`src/rtl/mdr_sequencer_pkg.sv`:
```
`default_nettype none
// ============================================================================
// Module      : mdr_pkg
// Description : Shared types for the multiply/divide sequencer: operation
//               encodings and FSM state encoding.
// Revision    : 1.0  initial release
// ============================================================================
package mdr_pkg;

   localparam int OP_W    = 2;
   localparam int STATE_W = 2;

   // Operation codes as seen on the request bus
   typedef enum logic [OP_W-1:0] {
      OP_MUL  = 2'b00,
      OP_DIV  = 2'b01,
      OP_ILL0 = 2'b10,
      OP_ILL1 = 2'b11
   } op_e;

   // Sequencer FSM states
   typedef enum logic [STATE_W-1:0] {
      IDLE = 2'b00,
      LOAD = 2'b01,
      RUN  = 2'b10,
      DONE = 2'b11
   } state_e;

endpackage : mdr_pkg
`default_nettype wire

```
`src/rtl/mdr_sequencer_if.sv`:
```
`default_nettype none
// ============================================================================
// Module      : mdr_if
// Description : Request/response bus of the multiply/divide sequencer.
//               master = requester, slave = sequencer.
// Revision    : 1.0  initial release
// ============================================================================
interface mdr_if
   import mdr_pkg::*;
#(
   parameter int N = 4
);
   logic           start;
   op_e            op;
   logic [N-1:0]   data_a;
   logic [N-1:0]   data_b;
   logic           ready;
   logic           done;
   logic [2*N-1:0] result;
   logic           error;

   modport master (
      output start, op, data_a, data_b,
      input  ready, done, result, error
   );

   modport slave (
      input  start, op, data_a, data_b,
      output ready, done, result, error
   );

endinterface : mdr_if
`default_nettype wire

```
`src/rtl/mdr_sequencer_step_unit.sv`:
```
`default_nettype none
// ============================================================================
// Module      : mdr_step_unit
// Description : One iteration of the shared datapath. Multiply performs a
//               radix-2 Booth step followed by an arithmetic right shift of
//               {A,Q}; divide performs one restoring-division step.
// Revision    : 1.0  initial release
// ============================================================================
module mdr_step_unit
   import mdr_pkg::*;
#(
   parameter int N = 4
) (
   input  wire logic [N:0]     i_a,   // accumulator, one guard bit
   input  wire logic [N:0]     i_q,   // mul: {multiplier, q_-1}; div: {1'b0, dividend/quotient}
   input  wire logic [N:0]     i_m,   // mul: sign-extended multiplicand; div: zero-extended divisor
   input  wire op_e            i_op,
   output logic      [2*N+1:0] o_aq   // next {A,Q}
);

   logic [N:0] w_sum;
   logic [N:0] w_shl_a;
   logic [N:0] w_trial;

   // Booth add/sub + ASR for multiply, shift/trial-subtract/restore for divide
   always_comb begin
      w_sum   = i_a;
      w_shl_a = {i_a[N-1:0], i_q[N-1]};
      w_trial = w_shl_a - i_m;
      o_aq    = {i_a, i_q};
      if (i_op == OP_MUL) begin
         case (i_q[1:0])
            2'b01:   w_sum = i_a + i_m;
            2'b10:   w_sum = i_a - i_m;
            default: w_sum = i_a;
         endcase
         // Arithmetic right shift of the whole {A,Q} pair
         o_aq = {w_sum[N], w_sum, i_q[N:1]};
      end else begin
         // The remainder never exceeds the divisor, so the shifted value is at
         // most 2M-1 and the trial difference's bit N is a reliable sign.
         if (w_trial[N]) begin
            o_aq = {w_shl_a, 1'b0, i_q[N-2:0], 1'b0};
         end else begin
            o_aq = {w_trial, 1'b0, i_q[N-2:0], 1'b1};
         end
      end
   end

endmodule : mdr_step_unit
`default_nettype wire

```
`src/rtl/mdr_sequencer.sv`:
```
`default_nettype none
// ============================================================================
// Module      : mdr_sequencer
// Description : Iterative signed-multiply / unsigned-divide sequencer.
//               FSM IDLE->LOAD->RUN(N cycles)->DONE, fixed latency; error
//               ops skip RUN. All outputs are registered.
// Revision    : 1.0  initial release
// ============================================================================
module mdr_sequencer
   import mdr_pkg::*;
#(
   parameter int N = 4
) (
   input  wire logic clk,
   input  wire logic rst_n,
   mdr_if.slave      bus
);

   localparam int CNT_W = $clog2(N + 1);

   state_e           state_q, state_d;
   op_e              op_q, op_d;
   logic [N-1:0]     opa_q, opa_d;
   logic [N-1:0]     opb_q, opb_d;
   logic [N:0]       a_q, a_d;
   logic [N:0]       q_q, q_d;
   logic [N:0]       m_q, m_d;
   logic [CNT_W-1:0] cnt_q, cnt_d;
   logic             ready_q, ready_d;
   logic             done_q, done_d;
   logic             error_q, error_d;
   logic [2*N-1:0]   result_q, result_d;

   logic [2*N+1:0]   w_step_aq;
   logic [N:0]       w_step_a;
   logic [N:0]       w_step_q;
   logic             w_load_err;

   mdr_step_unit #(.N(N)) u_step (
      .i_a  (a_q),
      .i_q  (q_q),
      .i_m  (m_q),
      .i_op (op_q),
      .o_aq (w_step_aq)
   );

   assign w_step_a   = w_step_aq[2*N+1:N+1];
   assign w_step_q   = w_step_aq[N:0];
   assign w_load_err = op_q[1] || ((op_q == OP_DIV) && (opb_q == '0));

   // Next-state, datapath and registered-output computation
   always_comb begin
      state_d  = state_q;
      op_d     = op_q;
      opa_d    = opa_q;
      opb_d    = opb_q;
      a_d      = a_q;
      q_d      = q_q;
      m_d      = m_q;
      cnt_d    = cnt_q;
      error_d  = error_q;
      result_d = result_q;
      case (state_q)
         IDLE: begin
            if (bus.start) begin
               op_d    = bus.op;
               opa_d   = bus.data_a;
               opb_d   = bus.data_b;
               state_d = LOAD;
            end
         end
         LOAD: begin
            a_d   = '0;
            cnt_d = CNT_W'(N);
            if (w_load_err) begin
               error_d  = 1'b1;
               result_d = '0;
               state_d  = DONE;
            end else if (op_q == OP_MUL) begin
               q_d     = {opb_q, 1'b0};
               m_d     = {opa_q[N-1], opa_q};
               state_d = RUN;
            end else begin
               q_d     = {1'b0, opa_q};
               m_d     = {1'b0, opb_q};
               state_d = RUN;
            end
         end
         RUN: begin
            a_d   = w_step_a;
            q_d   = w_step_q;
            cnt_d = cnt_q - CNT_W'(1);
            if (cnt_q == CNT_W'(1)) begin
               error_d = 1'b0;
               if (op_q == OP_MUL) begin
                  result_d = {w_step_a[N-1:0], w_step_q[N:1]};
               end else begin
                  result_d = {w_step_a[N-1:0], w_step_q[N-1:0]};
               end
               state_d = DONE;
            end
         end
         default: begin
            state_d = IDLE;
         end
      endcase
      // DONE lasts exactly one cycle, so done mirrors DONE entry
      ready_d = (state_d == IDLE);
      done_d  = (state_d == DONE);
   end

   // State and output registers with synchronous active-low reset
   always_ff @(posedge clk) begin
      if (!rst_n) begin
         state_q  <= IDLE;
         op_q     <= OP_MUL;
         opa_q    <= '0;
         opb_q    <= '0;
         a_q      <= '0;
         q_q      <= '0;
         m_q      <= '0;
         cnt_q    <= '0;
         ready_q  <= 1'b1;
         done_q   <= 1'b0;
         error_q  <= 1'b0;
         result_q <= '0;
      end else begin
         state_q  <= state_d;
         op_q     <= op_d;
         opa_q    <= opa_d;
         opb_q    <= opb_d;
         a_q      <= a_d;
         q_q      <= q_d;
         m_q      <= m_d;
         cnt_q    <= cnt_d;
         ready_q  <= ready_d;
         done_q   <= done_d;
         error_q  <= error_d;
         result_q <= result_d;
      end
   end

   assign bus.ready  = ready_q;
   assign bus.done   = done_q;
   assign bus.error  = error_q;
   assign bus.result = result_q;

endmodule : mdr_sequencer
`default_nettype wire

```
`src/flat_wrapper.sv`:
```
// flat-port wrapper written by rule: the top's interface ports become plain ports
module mdr_sequencer_flat import mdr_pkg::*;
#(
   parameter int N = 4
)
  (clk, rst_n, bus_start, bus_op, bus_data_a, bus_data_b, bus_ready, bus_done, bus_result, bus_error);
  mdr_if #(.N(N)) bus_i ();
  input  wire logic clk;
  input  wire logic rst_n;
  input wire logic [$bits(bus_i.start)-1:0] bus_start;
  input wire logic [$bits(bus_i.op)-1:0] bus_op;
  input wire logic [$bits(bus_i.data_a)-1:0] bus_data_a;
  input wire logic [$bits(bus_i.data_b)-1:0] bus_data_b;
  output wire logic [$bits(bus_i.ready)-1:0] bus_ready;
  output wire logic [$bits(bus_i.done)-1:0] bus_done;
  output wire logic [$bits(bus_i.result)-1:0] bus_result;
  output wire logic [$bits(bus_i.error)-1:0] bus_error;
  assign bus_i.start = bus_start;
  assign bus_i.op = bus_op;
  assign bus_i.data_a = bus_data_a;
  assign bus_i.data_b = bus_data_b;
  assign bus_ready = bus_i.ready;
  assign bus_done = bus_i.done;
  assign bus_result = bus_i.result;
  assign bus_error = bus_i.error;
  mdr_sequencer #(.N(N)) u_core (.clk(clk), .rst_n(rst_n), .bus(bus_i));
endmodule
```
`config.mk`:
```
export PLATFORM = sky130hd
export DESIGN_NAME = mdr_sequencer_flat
export DESIGN_NICKNAME = d
export VERILOG_FILES = /design/src/rtl/mdr_sequencer_pkg.sv /design/src/rtl/mdr_sequencer_if.sv /design/src/rtl/mdr_sequencer_step_unit.sv /design/src/rtl/mdr_sequencer.sv /design/src/flat_wrapper.sv
export SDC_FILE = /design/constraint.sdc
export NUM_CORES = 1
export LEC_CHECK = 0
export CORE_MARGIN = 4
export CORE_UTILIZATION = 42
export DETAILED_ROUTE_END_ITERATION = 6
export GPL_TIMING_DRIVEN = 1
export MAX_ROUTING_LAYER = met4
export PLACE_DENSITY = 0.58
export SLEW_MARGIN = 20
export SYNTH_ARGS = -nofsm -noshare
export SYNTH_HDL_FRONTEND = slang
export SYNTH_SLANG_ARGS = --single-unit
```
`constraint.sdc`:
```
create_clock -name clk -period 7.4 [get_ports clk]
set_clock_uncertainty 0.15 [all_clocks]
set_input_delay 1.48 -clock clk [delete_from_list [all_inputs] [get_ports clk]]
set_output_delay 1.48 -clock clk [all_outputs]
set_load 0.005 [all_outputs]
```
==> qor.txt <==
Outcome -> finished, final reports clean
Final GP Congestion -> 0.876
Worst EP arrival -> 3.41 ns
Initial DRC count -> 78
Post-route clock period utilization -> 45.6%
Post-cts resize count -> 0
WS Path Type -> in2reg
Max Cap Viol -> 0
Drt drc -> 0
Power share of the combinational group -> 48.5%
Syn. warnings -> 0
Int Pwr -> 0.596 mW
Worst skew pair latency -> 0.30 ns
CTS tree -> yes
Worst Hold Launch -> u_core.bus.result[2]
CTS Buf Count -> 5
CTS H-Tree Depth -> 2
Largest net degree at the start of global routing -> 33
CP Capture Type -> flop
Hold depth -> 2
Die area -> 6930 sq um
RSZ-0062 raised after global routing -> false
R2R Path Start -> u_core.q_q[0]
Switching pwr -> 0.403 mW
Clk pwr share -> 22.2%
Critical path startpoint -> rst_n
Commonest non-fill, non-tap cells in the layout -> nand2_1 (50), dfxtp_1 (41), nor2_1 (25), a21oi_1 (24), clkdlybuf4s50_1 (23)
Static Leakage -> 1.03 nW
Post-CTS Setup Inserts -> 0
P&R area growth vs syn -> 17.8%
DP HPWL -> 4.29 mm
Drt total wl -> 5.73 mm
CP max FO -> 32
Asr flop ratio synth -> 0%
Post-synthesis register bit count -> 41
Drt wl/cell -> 15.2 um
Post-synthesis cell type count -> 58
Initial core utilization -> 43.2%
Clock slew at reported path FFs -> 0.09 ns
Sequential Power Share -> 29.3%
First-pass GRT wire length -> 10.1 mm
Worst reg2reg setup slack -> 4.44 ns
DR pass1 iterations -> 4
Rows -> 27
Hold_buf cts -> 0
R2R depth -> 10
Net Sw Frac -> 40.3%
Setup violators final -> 0
Setup TNS -> 0 ns
Final Core Density -> 50.9%
Post-route ant nets -> 0
Worst setup SP type -> input port
Vias -> 2018
Max clock buf depth -> 2
Worst Path Required -> 7.44 ns
Overall global routing resource usage -> 18.1%
Finished Cell Area -> 2800 sq um
Endpoint, Worst Hold -> u_core.bus.result[2]
Post-synth EDFFs -> 0
Clk sink count -> 41
Max VDD drop -> 162 uV
Fmax -> 0.297 GHz
Post-Syn Instances -> 284
Final hold viol count -> 0
Setup Slack @ Placement -> 3.68 ns
Synth top area share -> 34.5%
Total power -> 0.999 mW
Filler cell count -> 543
NumNets Final -> 335
Sequential share of the synthesized area -> 34.5%
Initial antenna violation count -> 0
Worst Slack Setup Final -> 4.03 ns
Synth Cell Area -> 2380 sq um
Share of cells above drive strength 1 -> 7.87%
Slew @ Worst Pin -> 0.989 ns
Rel. slew slack -> 34.0%
Vias per inst -> 5.35
Core area -> 5510 sq um
Area after DPL -> 2670 sq um
Most common cell after layout, fill and taps aside -> nand2_1
Reg2reg end -> u_core.bus.result[7]
Die Y-Extent -> 83.3 um
Root buf cell -> clkbuf_8
Number of port buffers -> 23
Worst Hold Class -> reg2reg
Cell taking the most area after synthesis -> dfxtp_1
Post-route minimum period -> 3.37 ns
Synth Flop Type -> dfxtp_1
Post-Syn Nets -> 315
Die X -> 83.3 um
Gr ovfl total -> 0
Syn_area_per_cell -> 8.38 sq um
Cell Pwr Density -> 356 nW/um^2
Vias in the first global route -> 2017
Pins Over Slew Limit -> 0
Synth area leaders -> dfxtp_1 (35%), ha_1 (8.4%), nand2_1 (7.9%)
Diode count -> 0
I/O pin total -> 24
worst max path at each step:
stage,to,slack [ns],cells past startpoint
3_3_place_gp,u_core.a_q[3],3.66,4
3_5_place_dp,u_core.a_q[3],3.68,4
5_1_grt,u_core.a_q[3],3.87,4
2_1_floorplan,u_core.bus.result[6],4.73,10
6_report,u_core.a_q[3],4.03,4
4_1_cts,u_core.a_q[3],4.00,4
per-layer routing:
| metal | track usage (%) | part of all wire (%) | up-vias |
|---|---|---|---|
| met2 | 27.7 | 48 | 24 |
| met3 | 3.57 | 2.5 | 2 |
| li1 | - | - | 1045 |
| met1 | 25.2 | 49 | 947 |
| met4 | 3.12 | 0.52 | 0 |
| met5 | - | 0 | - |
per-stage QoR:
| step | cells | hold WS, ns |
|---|---|---|
| 2_1_floorplan | 284 | 0.288 |
| 3_3_place_gp | 369 | 0.297 |
| 3_5_place_dp | 369 | 0.303 |
| 4_1_cts | 377 | 0.313 |
| 5_1_grt | 377 | 0.339 |
| 6_report | 377 | 0.309 |
cell families (layout without fill, tap and decap cells):
family	Yosys count	in the layout	synth area share, %
mux	12	12	6.68
fa+ha+maj	18	18	10.1
xor+xnor	8	8	3.26
compound gates	73	73	21.5
flops	41	41	34.5
buf+inv	30	51	4.89
simple gates	102	102	19.0
layout make-up:
cell class / count / area, sq um / area share, %
sequential: 41 / 821 / 29.3
multi-input combinational: 213 / 1440 / 51.4
clock buffer: 5 / 68.8 / 2.46
timing repair buffer: 25 / 245 / 8.75
inverter: 18 / 67.6 / 2.41
tap: 72 / 90.1 / 3.21
clock inverter: 3 / 68.8 / 2.46
critical path, cell delays in order:
cell and delay [ns]:
clkdlybuf4s50_1 0.64, inv_1 0.84, nor2_1 0.20, a22o_1 0.25
registers in the layout, summed over array words and instances, names as in the netlist:
register,cells
u_core.bus.result,8
u_core.bus.error,1
u_core.state_q,2
u_core.bus.ready,1
u_core.opa_q,4
u_core.opb_q,4
u_core.cnt_q,3
u_core.op_q,2
u_core.a_q,5
u_core.q_q,5
u_core.m_q,5
u_core.bus.done,1
power groups by stage:
| stage | registers, mW | clock network (mW) | logic, mW |
|---|---|---|---|
| floorplan | 0.287 | 0 | 0.373 |
| detailed placement | 0.298 | 0 | 0.483 |
| finish | 0.293 | 0.221 | 0.484 |
| global route | 0.298 | 0.233 | 0.547 |
| global placement | 0.298 | 0 | 0.480 |
| CTS | 0.293 | 0.227 | 0.485 |
synthesized netlist by cell type (all sizes together) (3+ instances only):
cell and instances:
a211oi 3, a21oi 25, a311oi 5, buf 3, clkbuf 9, dfxtp 41, ha 16, inv 16
mux2i 8, mux4 3, nand2 50, nand2b 3, nand3 8, nor2 25, nor2b 3, nor3 3
o21a 3, o21ai 13, xnor2 7
(Power assumes the default switching activity.)
